**config.mk**
```make
export PLATFORM = sky130hd
export DESIGN_NAME = uart_sample_assembler
export DESIGN_NICKNAME = d
export VERILOG_FILES = /design/src/rtl/uart_pkg.sv /design/src/rtl/byte_to_word_packer.sv /design/src/rtl/uart_sample_assembler.sv
export SDC_FILE = /design/constraint.sdc
export NUM_CORES = 1
export LEC_CHECK = 0
export CORE_UTILIZATION = 44
export CTS_CLUSTER_DIAMETER = 120
export CTS_CLUSTER_SIZE = 16
export DETAILED_ROUTE_END_ITERATION = 8
export HOLD_SLACK_MARGIN = 0.06
export PLACE_DENSITY = 0.78
export SETUP_SLACK_MARGIN = 0.1
export SLEW_MARGIN = 20
export SYNTH_ARGS = -nofsm -noshare
export SYNTH_HDL_FRONTEND = slang
export SYNTH_SLANG_ARGS = --single-unit
export TNS_END_PERCENT = 100
```
**constraint.sdc**
```tcl
create_clock -name in_clk -period 1.4 [get_ports in_clk]
set_input_delay 0.28 -clock in_clk [delete_from_list [all_inputs] [get_ports in_clk]]
set_output_delay 0.28 -clock in_clk [all_outputs]
set_load 0.02 [all_outputs]
```
**src/rtl/uart_pkg.sv**
```systemverilog
// Shared constants, helpers and state type for the UART sample assembler.
package uart_pkg;

  localparam int unsigned BYTE_W = 8;

  typedef enum logic [0:0] {
    ASM_IDLE,
    ASM_COLLECT
  } asm_state_e;

  function automatic int unsigned bytes_per_sample(input int unsigned bps);
    return bps / BYTE_W;
  endfunction

  // Width of a counter spanning 0..n-1; never narrower than one bit.
  function automatic int unsigned cnt_w(input int unsigned n);
    return (n > 1) ? $clog2(n) : 1;
  endfunction

endpackage

```
**src/rtl/byte_to_word_packer.sv**
```systemverilog
// Byte counter and byte placement for one BPS-bit sample.
// o_word is the partial sample with the current byte merged in; it is meaningful when
// o_word_done is high.
module byte_to_word_packer
  import uart_pkg::*;
#(
  parameter int unsigned BPS       = 16,
  parameter bit          LSB_FIRST = 1'b1
) (
  input  logic           i_clk,
  input  logic           i_rst_n,
  input  logic           i_byte_valid,
  input  logic [7:0]     i_byte,
  input  logic           i_clear,
  output logic [BPS-1:0] o_word,
  output logic           o_word_done
);

  localparam int unsigned     NBytes   = bytes_per_sample(BPS);
  localparam int unsigned     CntW     = cnt_w(NBytes);
  localparam logic [CntW-1:0] LastByte = CntW'(NBytes - 1);

  logic [CntW-1:0] r_byte_cnt;
  logic [BPS-1:0]  r_word;
  logic [BPS-1:0]  w_word;
  logic            w_last;

  assign w_last      = (r_byte_cnt == LastByte);
  assign o_word_done = i_byte_valid && w_last;
  assign o_word      = w_word;

  // Drop the incoming byte into the slot selected by the byte counter and byte order.
  always_comb begin
    w_word = r_word;
    for (int j = 0; j < int'(NBytes); j++) begin
      if (r_byte_cnt == CntW'(j)) begin
        if (LSB_FIRST) begin
          w_word[j*BYTE_W +: BYTE_W] = i_byte;
        end else begin
          w_word[BPS-BYTE_W-j*BYTE_W +: BYTE_W] = i_byte;
        end
      end
    end
  end

  // Counter and partial sample restart after the last byte of a sample or a discard.
  always_ff @(posedge i_clk or negedge i_rst_n) begin
    if (!i_rst_n) begin
      r_byte_cnt <= '0;
      r_word     <= '0;
    end else if (i_byte_valid) begin
      if (w_last) begin
        r_byte_cnt <= '0;
        r_word     <= '0;
      end else begin
        r_byte_cnt <= r_byte_cnt + 1'b1;
        r_word     <= w_word;
      end
    end else if (i_clear) begin
      r_byte_cnt <= '0;
      r_word     <= '0;
    end
  end

endmodule

```
**src/rtl/uart_sample_assembler.sv**
```systemverilog
// Assembles UART bytes into BPS-bit samples and FRAME_SIZE-sample frames, with a
// valid/accept output handshake and sticky overrun flag.
// Optional macro UART_ASM_TIMEOUT_EN adds inter-byte timeout that discards partial frames.
module uart_sample_assembler
  import uart_pkg::*;
#(
  parameter int unsigned BPS          = 16,
  parameter int unsigned FRAME_SIZE   = 1,
  parameter bit          LSB_FIRST    = 1'b1,
  parameter int unsigned TIMEOUT_CLKS = 8700
) (
  input  logic                      in_clk,
  input  logic                      in_rst_n,
  input  logic                      in_uart_ready,
  input  logic [7:0]                in_uart_frame,
  input  logic                      in_accept,
  output logic [FRAME_SIZE*BPS-1:0] out_frame,
  output logic                      out_valid,
  output logic                      out_overrun,
  output logic                      out_timeout
);

  localparam int unsigned     FrameW     = FRAME_SIZE * BPS;
  localparam int unsigned     SmpW       = cnt_w(FRAME_SIZE);
  localparam logic [SmpW-1:0] LastSample = SmpW'(FRAME_SIZE - 1);

  asm_state_e        r_state;
  asm_state_e        w_state_next;
  logic [SmpW-1:0]   r_sample_cnt;
  logic [FrameW-1:0] r_samples;
  logic [FrameW-1:0] w_samples_next;
  logic [BPS-1:0]    w_word;
  logic              w_word_done;
  logic              w_frame_done;
  logic              w_timeout;
  logic              r_cmpl;
  logic [FrameW-1:0] r_cmpl_frame;
  logic [FrameW-1:0] r_frame;
  logic              r_valid;
  logic              r_overrun;
  logic              r_timeout;

  byte_to_word_packer #(
    .BPS      (BPS),
    .LSB_FIRST(LSB_FIRST)
  ) u_packer (
    .i_clk       (in_clk),
    .i_rst_n     (in_rst_n),
    .i_byte_valid(in_uart_ready),
    .i_byte      (in_uart_frame),
    .i_clear     (w_timeout),
    .o_word      (w_word),
    .o_word_done (w_word_done)
  );

  assign w_frame_done = w_word_done && (r_sample_cnt == LastSample);

  // Working frame with the just-finished sample placed in its slot.
  always_comb begin
    w_samples_next = r_samples;
    for (int k = 0; k < int'(FRAME_SIZE); k++) begin
      if (r_sample_cnt == SmpW'(k)) begin
        w_samples_next[k*BPS +: BPS] = w_word;
      end
    end
  end

  // Sample counter and stored samples; cleared when a frame completes or is discarded.
  always_ff @(posedge in_clk or negedge in_rst_n) begin
    if (!in_rst_n) begin
      r_sample_cnt <= '0;
      r_samples    <= '0;
    end else if (w_word_done) begin
      if (w_frame_done) begin
        r_sample_cnt <= '0;
        r_samples    <= '0;
      end else begin
        r_sample_cnt <= r_sample_cnt + 1'b1;
        r_samples    <= w_samples_next;
      end
    end else if (w_timeout) begin
      r_sample_cnt <= '0;
      r_samples    <= '0;
    end
  end

  // State register.
  always_ff @(posedge in_clk or negedge in_rst_n) begin
    if (!in_rst_n) begin
      r_state <= ASM_IDLE;
    end else begin
      r_state <= w_state_next;
    end
  end

  // Next state: any byte that leaves the frame unfinished means a frame is in progress.
  always_comb begin
    w_state_next = r_state;
    case (r_state)
      ASM_IDLE: begin
        if (in_uart_ready) begin
          w_state_next = w_frame_done ? ASM_IDLE : ASM_COLLECT;
        end
      end
      ASM_COLLECT: begin
        if (w_frame_done || w_timeout) begin
          w_state_next = ASM_IDLE;
        end
      end
      default: w_state_next = ASM_IDLE;
    endcase
  end

`ifdef UART_ASM_TIMEOUT_EN
  localparam int unsigned      IdleW    = cnt_w(TIMEOUT_CLKS);
  localparam logic [IdleW-1:0] IdleLast = IdleW'(TIMEOUT_CLKS - 1);

  logic [IdleW-1:0] r_idle_cnt;

  // A byte in the expiry cycle takes priority over the timeout.
  assign w_timeout = (r_state == ASM_COLLECT) && !in_uart_ready && (r_idle_cnt == IdleLast);

  // Idle clocks since the last byte, counted only while a frame is in progress.
  always_ff @(posedge in_clk or negedge in_rst_n) begin
    if (!in_rst_n) begin
      r_idle_cnt <= '0;
    end else if ((r_state != ASM_COLLECT) || in_uart_ready || w_timeout) begin
      r_idle_cnt <= '0;
    end else begin
      r_idle_cnt <= r_idle_cnt + 1'b1;
    end
  end
`else
  assign w_timeout = 1'b0;
  // Keeps TIMEOUT_CLKS referenced while the timeout logic is compiled out.
  if (TIMEOUT_CLKS == 0) begin : g_timeout_unused
  end
`endif

  // Stage a completed frame so outputs change one edge after the completing byte.
  always_ff @(posedge in_clk or negedge in_rst_n) begin
    if (!in_rst_n) begin
      r_cmpl       <= 1'b0;
      r_cmpl_frame <= '0;
    end else begin
      r_cmpl <= w_frame_done;
      if (w_frame_done) begin
        r_cmpl_frame <= w_samples_next;
      end
    end
  end

  // Output holding register: accept handshake, and overrun when a new frame cannot land.
  always_ff @(posedge in_clk or negedge in_rst_n) begin
    if (!in_rst_n) begin
      r_frame   <= '0;
      r_valid   <= 1'b0;
      r_overrun <= 1'b0;
    end else if (r_cmpl) begin
      if (!r_valid || in_accept) begin
        r_frame <= r_cmpl_frame;
        r_valid <= 1'b1;
      end else begin
        r_overrun <= 1'b1;
      end
    end else if (in_accept) begin
      r_valid <= 1'b0;
    end
  end

  // One-cycle timeout pulse.
  always_ff @(posedge in_clk or negedge in_rst_n) begin
    if (!in_rst_n) begin
      r_timeout <= 1'b0;
    end else begin
      r_timeout <= w_timeout;
    end
  end

  assign out_frame   = r_frame;
  assign out_valid   = r_valid;
  assign out_overrun = r_overrun;
  assign out_timeout = r_timeout;

endmodule
```
# ---- Word level (Yosys, flattened, before mapping)
# Index checks and enable logic that the tools add are counted.
dict set report op_classes {
  n_addsub 2
  n_eq_ne 1
  muxes 10
  n_bitwise 2
  n_reduce_logical 8
}
# op n
set op_table {}
lappend op_table {{2-to-1 mux 16 bit} 4}
lappend op_table {{2-to-1 mux 8 bit} 1}
lappend op_table {{AND reduction 2 bit} 3}
lappend op_table {{2-to-1 mux 1 bit} 5}
lappend op_table {{adder 1 bit (second input constant)} 2}
lappend op_table {{logical AND 1 bit} 2}
lappend op_table {{!= test 2 x 1 -> 1 bit (second input constant)} 1}
lappend op_table {{inverter 1 bit} 2}
lappend op_table {{nonzero test 2 bit} 1}
lappend op_table {{zero test 1 bit} 1}
lappend op_table {{logical OR 1 bit} 1}
dict set report word_totals {
  register_bits 69
  out_inout_bits 19
  elab_cells 32
}

# ---- Depth between registers and ports, before layout
# Gate-level depths: netlist of run 1.
dict set report logic_depth {
  ltp_word 4
  ltp_mapped 6
  depth_no_buf 3
}

# ---- Cells and area by module
# From an unflattened synthesis of run 1, not the netlist that was laid out.
dict set report unflattened {
  cells_unflattened 149
  hier_area_um2 2353.5
}
# module instances cells_each area_per_inst_um2 seq_area_each_um2
set modules_own_cells {}
lappend modules_own_cells {uart_sample_assembler 1 83 1481.4 900.9}
lappend modules_own_cells {byte_to_word_packer 1 66 872.1 425.4}

# ---- Worst setup path before layout of run 1
# Ideal clock, no wire load.
dict set report synth_timing {
  path_kind {register to register}
  start {reg r_valid, in the netlist out_valid}
  end {reg r_frame[10], in the netlist out_frame[10]}
  setup_time_ns 0.125
  arrival_ns 1.318
  required_time_ns 1.275
  slack_ns -0.043
  path_stages_with_launch 5
  n_path_buf 1
  path_cell_list {dfrtp_1 -> nand2b_1 -> nand2_1 -> buf_2 -> mux2_2}
}
dict set report synth_between {
  elab_chain_cells 3
}
# item line
set synth_rtl {}
lappend synth_rtl {{start, declared} uart_sample_assembler.sv:39} ;# logic r_valid;
lappend synth_rtl {{start signal, assigned} uart_sample_assembler.sv:157} ;# r_valid <= 1'b0;
lappend synth_rtl {{start signal, assigned} uart_sample_assembler.sv:162} ;# r_valid <= 1'b1;
lappend synth_rtl {{start signal, assigned} uart_sample_assembler.sv:167} ;# r_valid <= 1'b0;
lappend synth_rtl {{zero test 1 bit} uart_sample_assembler.sv:160} ;# if (!r_valid || in_accept) begin
lappend synth_rtl {{logical OR 1 bit} uart_sample_assembler.sv:160}
lappend synth_rtl {{AND reduction 2 bit (no source line)} -}
lappend synth_rtl {{end signal, assigned} uart_sample_assembler.sv:161} ;# r_frame <= r_cmpl_frame;
lappend synth_rtl {{end, declared} uart_sample_assembler.sv:38} ;# logic [FrameW-1:0] r_frame;
# No other way between the ends.
# A chain may end at the register's enable or synchronous reset.

# ---- Worst setup path in the final report of run 1
dict set report layout_timing {
  start {reg r_frame[13], in the netlist out_frame[13]}
  end {out out_frame[13]}
}
# item line
set layout_rtl {}
lappend layout_rtl {{end, declared} uart_sample_assembler.sv:17} ;# output logic [FRAME_SIZE*BPS-1:0] out_frame,
# No word-level cell between the ends.

==> results of run 1 <==
-- state kept, by name, summed over array words and instances, names as in the netlist --
register	count
r_cmpl	1
r_sample_cnt	1
u_packer.r_byte_cnt	1
out_valid	1
r_cmpl_frame	16
out_frame	16
out_overrun	1
u_packer.r_word	8
-- cells in the final DEF (no fill, tap or decap), types with 2 or more instances in the layout --
master	n
sky130_fd_sc_hd__clkbuf_8	5
sky130_fd_sc_hd__mux2_4	5
sky130_fd_sc_hd__buf_12	2
sky130_fd_sc_hd__bufinv_16	2
sky130_fd_sc_hd__clkdlybuf4s50_1	9
sky130_fd_sc_hd__nand2_4	2
sky130_fd_sc_hd__dfrtp_1	44
sky130_fd_sc_hd__inv_1	10
sky130_fd_sc_hd__clkdlybuf4s15_1	17
sky130_fd_sc_hd__o21ai_0	23
sky130_fd_sc_hd__nand3b_1	8
sky130_fd_sc_hd__buf_4	7
sky130_fd_sc_hd__mux2_2	19
-- path summary, 6_finish.rpt --
path | startpoint | end | slack, ns | cells after the start
max reg2reg | u_packer.r_byte_cnt | r_cmpl_frame[9] | 0.21 | 3
min in group in_clk | in_uart_ready | u_packer.r_byte_cnt | 0.49 | 3
max in group asynchronous | in_rst_n | r_cmpl_frame[13] | 0.50 | 3
max | out_frame[13] | out_frame[13] | 0.14 | 1
min reg2reg | r_cmpl_frame[5] | out_frame[5] | 0.51 | 1
min | in_rst_n | out_frame[2] | 0.42 | 2
-- report_power, final --
| part | total (uW) | internal, uW | leakage [uW] | switching [uW] |
|---|---|---|---|---|
| sequential | 2120 | 1840 | 0.000562 | 282 |
| clock | 1140 | 709 | 0.0000681 | 431 |
| combinational | 1700 | 908 | 0.000452 | 795 |
-- repair_timing --
item	4_1_cts	5_1_grt
hold endpoints to repair	15	0
setup endpoints to repair	35	47
gates resized for setup	21	22
hold buffers	1	0
gates cloned	0	1
-- cells by family after synthesis --
kind of cell | share of synthesized area
muxes | 0.165
and+or+nand+nor | 0.0556
other | 0.00214
AOI/OAI and AO/OA | 0.0727
xor gates and xnor gates | 0.00499
DFF | 0.641
buffers and inverters | 0.0584
-- metrics by stage --
| stage | power (uW) | TNS (ns) |
|---|---|---|
| 3_3_place_gp | 3790 | -7.44 |
| 6_report | 4960 | 0 |
| 5_1_grt | 5250 | 0 |
| 4_1_cts | 4910 | 0 |
| 3_5_place_dp | 3910 | -8.97 |
| 2_1_floorplan | 3160 | 0 |
-- cell type report --
cell class              instances  share of cell area
multi-input cells              65               0.235
clock buffers                   5              0.0297
flip-flops and latches         45               0.487
repair buffers                 40               0.177
inverters                      10              0.0162
clock inverters                 3              0.0281
well taps                      48              0.0260
-- per-layer routing --
metal | routed length (um) | vias to the layer above | track usage
met5 | 0 | - | 0
met4 | 40 | 0 | 0.0489
met3 | 162 | 5 | 0.0556
met2 | 1630 | 31 | 0.311
met1 | 1400 | 549 | 0.199
li1 | - | 502 | -
==> impl_metrics.toml, run 1 <==
[outcome]
run_status = "finished clean"

[timing]
finalCriticalPeriod_ns = 1.26
rsz0062_at_grt = "no"
final_min_period_over_clock_period = 0.898
fin_worst_hold_slack_ns = 0.418
fmax_mhz = 796
maxSlewViolCount = 0
timing.clock.skew_ns = 0.00786
final-setup-viol-count = 0
report.final.hold_viol_count = 0
final.setup.worst_slack_ns = 0.143

[clock_network]
insertion_delay_ns = 0.30
htree_num_levels = 2
post_cts.repair.setup_buffers = 0
cts.reportedPaths.clkPinSlew_ns = 0.08
clock_tree_from_tritoncts = "yes"
root_buffer = "sky130_fd_sc_hd__clkbuf_8"
tritoncts.num_buffers = 5
clkSinkCount = 45
cts-root-to-sink-buffers = 2

[place]
post_dp_cell_area_um2 = 2130
pre_cts_ws_ns = -0.408
detailedPlacementHpwl_mm = 2.26
placed_cells = 206
numPortBuffers = 29
place.gp.congestion = 0.724

[critical_path]
worst_path_dominant_cell_family = "flip-flops"
crit_path_largest_cell_delay_ns = 0.39
cp_data_arrival_time_ns = 0.98
worst-setup-path-type = "register to primary output"
critical_path.startpoint_type = "register"
buffers_and_inverters_on_the_worst_path = 1
ordered_list_of_cells_on_the_worst_path = "clkdlybuf4s15_1"
crit_fanout = 2
crit_slowest_cell = "sky130_fd_sc_hd__dfrtp_1"
crit_required_ns = 1.12
endpoint_kind = "primary output"

[final_layout]
final_layout_size_suffix_gt1_frac = 0.292
fin_util = 0.618
fin_nets = 179
layout-area-overhead-vs-synth_pct = 31.8
multi_input_logic_area_um2 = 544
final_cells = 216
sequential_cell_area_um2 = 1130
fill_cells = 296
antenna_cells = 0
layout.cell_area.non_filler_um2 = 2310

[logic_synthesis]
synth.yosys.seq_area_share = 0.641
syn_area_per_cell_um2 = 13.6
ys_async_sr_fraction = 1.00
synthTopCellsByCount = "sky130_fd_sc_hd__dfrtp_1, sky130_fd_sc_hd__o21ai_0, sky130_fd_sc_hd__mux2_2, sky130_fd_sc_hd__inv_1, sky130_fd_sc_hd__nand3b_1"
yosysWarnings = 0
synthCells = 129
ffs_latches_synth = 45
syn-num-nets = 141
synth.most_common_cell = "sky130_fd_sc_hd__dfrtp_1"
synth_top_cell_by_area = "sky130_fd_sc_hd__dfrtp_1"
post-synth-top-area-fraction = 0.641
count_of_flip_flops_with_a_built_in_enable_after_synthesis = 0
postSynth.topFlopCell = "sky130_fd_sc_hd__dfrtp_1"
syn_area_um2 = 1760
post_synth_main_area_contributors = "sky130_fd_sc_hd__dfrtp_1, sky130_fd_sc_hd__mux2_2, sky130_fd_sc_hd__o21ai_0, sky130_fd_sc_hd__mux2_4, sky130_fd_sc_hd__nand3b_1"
yosys.cell_types.count = 18

[grt]
first_pass_grt_wire_length_mm = 5.40
grt_max_degree = 31
gr-total-overflow = 0
number_of_antenna_violations_at_the_first_check_in_global_routing = 0
grt_usage = 0.174
vias_in_the_first_global_route = 1157

[floorplan]
floorplan.die_area_um2 = 4250
die_h_um = 65.2
initial_utilization = 0.469
num_rows = 22
core_area_um2 = 3740
ios = 31
floorplan.die.width_um = 65.2

[run]
max-cap-violations = 0

[routing]
drt-total-wl_mm = 3.23
drcViolationCount = 0
antenna_violating_nets_post_route = 0
detailedRoute.firstIterationViolations = 17
dr_total_vias = 1087
drtPass1Iterations = 4
vias_per_cell = 5.03
post_detailed_route_wirelength_per_cell_um = 14.9

[power_and_ir_drop]
maximum_ir_drop_on_the_vdd_rail_uv = 1060
leakage_uw = 0.00108
power.density_cell_area_nw_per_um2 = 2140

[hold_path]
hold_path_class = "primary input to async pin"
No activity file was read; power rests on OpenSTA's default activity.
==> run 2: changes to the inputs <==
- CORE_UTILIZATION: 44 -> 55
- DONT_BUFFER_PORTS: default -> 1
- PLACE_DENSITY: 0.78 -> 0.83
- SYNTH_HIERARCHICAL: default -> 1
==> run 2 against run 1 <==
The flow now finishes with violations (negative hold slack). Global-route usage grew 1.7 points. Hold slack lost 0.76 ns. Clock power shrank 25%. Worst setup slack lost 0.042 ns. Via count grew 8.6%. Critical endpoint is now r_cmpl_frame[14].
==> impl_metrics.toml, run 2 <==
[critical_path]
crit_slowest_cell = "sky130_fd_sc_hd__dfrtp_2"
ordered_list_of_cells_on_the_worst_path = "buf_8 > mux2_4 > mux2_4"
worst_path_dominant_cell_family = "multiplexers"
cp_data_arrival_time_ns = 1.50
endpoint_kind = "register"
crit_fanout = 8
worst-setup-path-type = "register to register"
register_to_register_setup_slack_ns = 0.10
crit_top_cell = "sky130_fd_sc_hd__mux2_4"
crit_path_largest_cell_delay_ns = 0.46
critical_path.startpoint_type = "register"
buffers_and_inverters_on_the_worst_path = 1
crit_required_ns = 1.60

[routing]
dr_total_vias = 1181
drt-total-wl_mm = 3.95
drtPass1Iterations = 4
antenna_violating_nets_post_route = 0
detailedRoute.firstIterationViolations = 52
drcViolationCount = 0
post_detailed_route_wirelength_per_cell_um = 19.4
vias_per_cell = 5.79

[logic_synthesis]
synth.most_common_cell = "sky130_fd_sc_hd__dfrtp_1"
synthTopCellsByCount = "sky130_fd_sc_hd__dfrtp_1, sky130_fd_sc_hd__mux2_2, sky130_fd_sc_hd__mux2_4, sky130_fd_sc_hd__and2_1"
ffs_latches_synth = 53
post_synth_main_area_contributors = "sky130_fd_sc_hd__dfrtp_1, sky130_fd_sc_hd__mux2_4, sky130_fd_sc_hd__mux2_2, sky130_fd_sc_hd__a31o_2, sky130_fd_sc_hd__and2_1"
post-synth-top-area-fraction = 0.564
syn_area_per_cell_um2 = 15.8
count_of_flip_flops_with_a_built_in_enable_after_synthesis = 0
postSynth.topFlopCell = "sky130_fd_sc_hd__dfrtp_1"
syn_area_um2 = 2350
synthCells = 149
synth_top_cell_by_area = "sky130_fd_sc_hd__dfrtp_1"
synth.yosys.seq_area_share = 0.564
ys_async_sr_fraction = 1.00
yosysWarnings = 6
yosys.cell_types.count = 23

[power_and_ir_drop]
leakage_uw = 0.00129
power.density_cell_area_nw_per_um2 = 1480
power_frac_clock = 0.226
int_pwr_uw = 2710
maximum_ir_drop_on_the_vdd_rail_uv = 818
seqPwrFrac = 0.596
p_sw_frac = 0.287
power_frac_comb = 0.178
switching_power_uw = 1090

[clock_network]
clock_tree_from_tritoncts = "yes"
clkSinkCount = 53
insertion_delay_ns = 0.31
cts.reportedPaths.clkPinSlew_ns = 0.09
root_buffer = "sky130_fd_sc_hd__clkbuf_8"
cts-root-to-sink-buffers = 2
tritoncts.num_buffers = 5
htree_num_levels = 2

[run]
max-cap-violations = 0

[grt]
first_pass_grt_wire_length_mm = 6.09
vias_in_the_first_global_route = 1242
gr-total-overflow = 0
grt_max_degree = 54
number_of_antenna_violations_at_the_first_check_in_global_routing = 0
grt_usage = 0.191

[place]
place.gp.congestion = 0.786
numPortBuffers = 0
placed_cells = 193
detailedPlacementHpwl_mm = 2.48

[timing]
final-setup-viol-count = 0
fin_worst_hold_slack_ns = -0.343
fmax_mhz = 770
report.final.hold_viol_count = 53
timing.clock.skew_ns = 0.00433
setup_total_negative_slack_ns = 0
final_min_period_over_clock_period = 0.928
maxSlewViolCount = 0
rsz0062_at_grt = "yes"
finalCriticalPeriod_ns = 1.30

[final_layout]
layout-area-overhead-vs-synth_pct = 8.88
layout.cells.most_common = "sky130_fd_sc_hd__dfrtp_1"
final_cells = 204
fin_nets = 166
antenna_cells = 0
fill_cells = 291
layout.cells.most_common_list = "sky130_fd_sc_hd__dfrtp_1, sky130_fd_sc_hd__mux2_4, sky130_fd_sc_hd__mux2_2"
final_layout_size_suffix_gt1_frac = 0.500

[floorplan]
die_h_um = 67.4
core_area_um2 = 4060
num_rows = 23
ios = 31
initial_utilization = 0.580
floorplan.die.width_um = 67.4
floorplan.die_area_um2 = 4540

[outcome]
run_status = "finished, violations left"
failed_checks = "negative hold slack"

[hold_path]
hold_path_class = "primary input to async pin"
==> run 2: cells by family (layout without fill, tap and decap cells) <==
group	count (synthesis)	after routing	synth area share
flops	53	53	0.564
other cells	1	2	0.00159
mux	50	50	0.281
simple gates	22	22	0.0691
compound gates	9	9	0.0335
buf+inv	14	18	0.0516
==> run 2: cell type report <==
class                           count  area [um2]  share of cell area
Tap cell                           50        62.6              0.0244
Sequential cell                    53        1330               0.518
Multi-Input combinational cell     83         961               0.375
Timing Repair Buffer                8         114              0.0444
Inverter                            3        11.3             0.00439
Clock buffer                        7        86.3              0.0337
==> run 2: path summary, 6_finish.rpt <==
kind / startpoint / endpoint / depth (start not counted)
min in group in_clk: in_uart_ready / u_packer/r_byte_cnt / 1
worst min register to register: u_packer/r_word[15] / u_packer/r_word[15] / 1
worst min-delay path: in_rst_n / out_frame[3] / 0
worst max register to register: u_packer/r_byte_cnt / r_cmpl_frame[14] / 3
max in group asynchronous: in_rst_n / u_packer/r_byte_cnt / 0
worst max-delay path: u_packer/r_byte_cnt / r_cmpl_frame[14] / 3
==> run 2: repair_timing <==
| action | in CTS | in global routing |
|---|---|---|
| resized for setup | 0 | 18 |
| endpoints found under the setup margin | 15 | 16 |
| buffers inserted | 2 | 0 |
| cloned | 0 | 2 |
| hold endpoints to repair | 53 | 53 |
| pin swaps | 0 | 1 |
==> run 2: worst reg2reg max path, cell delays in order (launching register included) <==
cell and delay, ns:
sky130_fd_sc_hd__dfrtp_2 0.46, sky130_fd_sc_hd__buf_8 0.16, sky130_fd_sc_hd__mux2_4 0.30, sky130_fd_sc_hd__mux2_4 0.27
==> run 2: power groups by stage <==
| stage | combinational [uW] | sequential [uW] | clock (uW) |
|---|---|---|---|
| floorplan | 578 | 2230 | 0 |
| global placement | 583 | 2280 | 0 |
| detailed placement | 606 | 2290 | 0 |
| CTS | 628 | 2270 | 885 |
| global route | 726 | 2300 | 950 |
| finish | 677 | 2270 | 858 |
==> run 2: per-layer routing <==
metal  wire length (um)  track usage  part of all wire
met5                  0            0                 0
met4                 67       0.0771             0.017
met3                240       0.0760             0.061
met2               1900        0.299              0.48
met1               1750        0.236              0.44
==> run 2: stage by stage <==
step                instance area (um2)  total power, uW  setup WS, ns  hold slack (ns)  utilization
finish                             2560             3800         0.101           -0.343        0.632
global route                       2560             3970        0.0753           -0.368        0.632
CTS                                2470             3780        0.0797           -0.354        0.608
detailed placement                 2340             2900        0.0681          -0.0142        0.577
global placement                   2340             2860         0.103          -0.0144        0.577
floorplan                          2370             2810       0.00225          -0.0156            -
==> run 3: changes to the inputs <==
- CORE_UTILIZATION: 55 -> 45
- CTS_CLUSTER_SIZE: 16 -> default
- PLACE_DENSITY: 0.83 -> 0.72
==> run 3 against run 2 <==
The flow still finishes with violations (negative hold slack). Critical path depth stayed put. Via count is 3.8% lower. Clock power is 22% higher. Utilization is 11 points lower. Fmax is 0.67% lower. Global-route usage is 3.6 points lower. Register-to-register slack hardly changed. Worst setup slack worse by 0.0088 ns.
==> impl_metrics.toml, run 3 (synthesized netlist as in run 2, its figures left out) <==
[routing]
drcViolationCount = 0
dr_total_vias = 1136
post_detailed_route_wirelength_per_cell_um = 17.3
drtPass1Iterations = 2
detailedRoute.firstIterationViolations = 38
drt-total-wl_mm = 3.83
antenna_violating_nets_post_route = 0
vias_per_cell = 5.14

[power_and_ir_drop]
int_pwr_uw = 2870
leakage_uw = 0.00126
switching_power_uw = 1080
power_frac_clock = 0.267
p_sw_frac = 0.274
power_frac_comb = 0.161
maximum_ir_drop_on_the_vdd_rail_uv = 550
seqPwrFrac = 0.572
power.density_cell_area_nw_per_um2 = 1550

[hold_path]
hold_path_class = "primary input to async pin"

[critical_path]
crit_slowest_cell = "sky130_fd_sc_hd__dfrtp_1"
crit_required_ns = 1.59
register_to_register_setup_slack_ns = 0.09
worst-setup-path-type = "register to register"
r2r_start = "u_packer/r_byte_cnt"
crit_fanout = 11
crit_path_largest_cell_delay_ns = 0.41
r2r_end = "r_cmpl_frame[5]"
buffers_and_inverters_on_the_worst_path = 1
reg2regPathDepth = 3
cp_data_arrival_time_ns = 1.50
critical_path.startpoint_type = "register"
worst_path_dominant_cell_family = "multiplexers"
ordered_list_of_cells_on_the_worst_path = "buf_6 > mux2_2 > mux2_4"
endpoint_kind = "register"

[floorplan]
floorplan.die.width_um = 74.3
core_area_um2 = 4880
num_rows = 25
die_h_um = 74.3
floorplan.die_area_um2 = 5520
ios = 31
initial_utilization = 0.482

[final_layout]
layout.cell_area.non_filler_um2 = 2540
fin_nets = 165
layout.cells.most_common_list = "sky130_fd_sc_hd__dfrtp_1, sky130_fd_sc_hd__mux2_4, sky130_fd_sc_hd__mux2_2"
layout.cells.most_common = "sky130_fd_sc_hd__dfrtp_1"
antenna_cells = 0
final_cells = 221
fill_cells = 415
final_layout_size_suffix_gt1_frac = 0.494
layout-area-overhead-vs-synth_pct = 8.13
sequential_cell_area_um2 = 1330
multi_input_logic_area_um2 = 935

[timing]
finalCriticalPeriod_ns = 1.31
fin_worst_hold_slack_ns = -0.345
rsz0062_at_grt = "yes"
report.final.hold_viol_count = 53
final.setup.worst_slack_ns = 0.0922
timing.clock.skew_ns = 0.0105
fmax_mhz = 765
final-setup-viol-count = 0
maxSlewViolCount = 0
final_min_period_over_clock_period = 0.934
setup_total_negative_slack_ns = 0

[outcome]
run_status = "finished, violations left"
failed_checks = "negative hold slack"

[clock_network]
cts-root-to-sink-buffers = 2
tritoncts.num_buffers = 5
clkSinkCount = 53
htree_num_levels = 2
insertion_delay_ns = 0.31
clock_tree_from_tritoncts = "yes"
root_buffer = "sky130_fd_sc_hd__clkbuf_8"
cts.reportedPaths.clkPinSlew_ns = 0.09

[place]
placed_cells = 209
place.gp.congestion = 0.703
detailedPlacementHpwl_mm = 2.55
post_dp_cell_area_um2 = 2360
pre_cts_ws_ns = 0.0680
numPortBuffers = 0

[grt]
grt_usage = 0.155
gr-total-overflow = 0
grt_max_degree = 54
number_of_antenna_violations_at_the_first_check_in_global_routing = 0
vias_in_the_first_global_route = 1273
first_pass_grt_wire_length_mm = 6.15

[run]
max-cap-violations = 0
run 3: cell types whose count changed in the layout (fill, tap and decap cells not counted):
cell,change
sky130_fd_sc_hd__buf_6,+1
sky130_fd_sc_hd__buf_4,+1
sky130_fd_sc_hd__mux2_2,+7
sky130_fd_sc_hd__dfrtp_2,-1
sky130_fd_sc_hd__dfrtp_1,+1
sky130_fd_sc_hd__bufinv_16,+1
sky130_fd_sc_hd__buf_12,-1
sky130_fd_sc_hd__clkbuf_16,-1
sky130_fd_sc_hd__mux2_4,-7
sky130_fd_sc_hd__buf_8,-1
run 3: routing by layer:
metal,routed length (um),vias to the layer above,track usage,part of all wire
li1,-,519,-,-
met2,1870,21,0.255,0.49
met3,231,7,0.0515,0.060
met1,1640,589,0.179,0.43
met4,81,0,0.0881,0.021
met5,0,-,0,0
run 3: timing repair:
item,4_1_cts,5_1_grt
cloned,0,0
gates resized for setup,0,8
buffers inserted,3,1
endpoints found under the hold margin,53,53
endpoints found under the setup margin,15,16
run 3: stage by stage:
stage	util	power, uW	hold slack (ns)
2_1_floorplan	-	2810	-0.0156
3_3_place_gp	0.483	2860	-0.0140
3_5_place_dp	0.483	2900	-0.0138
4_1_cts	0.514	3970	-0.353
5_1_grt	0.522	4120	-0.359
6_report	0.522	3950	-0.345
run 3: power groups by stage:
stage                     registers (uW)  logic [uW]  clock network (uW)
after global placement              2280         583                   0
after CTS                           2260         622                1080
after detailed placement            2290         601                   0
after global routing                2300         683                1140
after floorplan                     2230         578                   0
final                               2260         638                1050
run 3: final cells by class:
| type | instances | area share |
|---|---|---|
| multi-input cells | 83 | 0.367 |
| repair buffers | 7 | 0.0285 |
| inverters | 3 | 0.00442 |
| well taps | 67 | 0.0329 |
| clock inverters | 1 | 0.0118 |
| clock buffers | 7 | 0.0339 |
| flip-flops and latches | 53 | 0.521 |
run 3: worst max path at each step:
| stage | from | endpoint | cells past startpoint |
|---|---|---|---|
| finish | u_packer/r_byte_cnt | r_cmpl_frame[5] | 3 |
| global placement | u_packer/r_byte_cnt | r_cmpl_frame[9] | 3 |
| detailed placement | u_packer/r_byte_cnt | r_cmpl_frame[10] | 3 |
| global route | u_packer/r_byte_cnt | r_cmpl_frame[13] | 3 |
| floorplan | in_uart_ready | r_cmpl_frame[0] | 7 |
| CTS | u_packer/r_byte_cnt | r_cmpl_frame[1] | 3 |
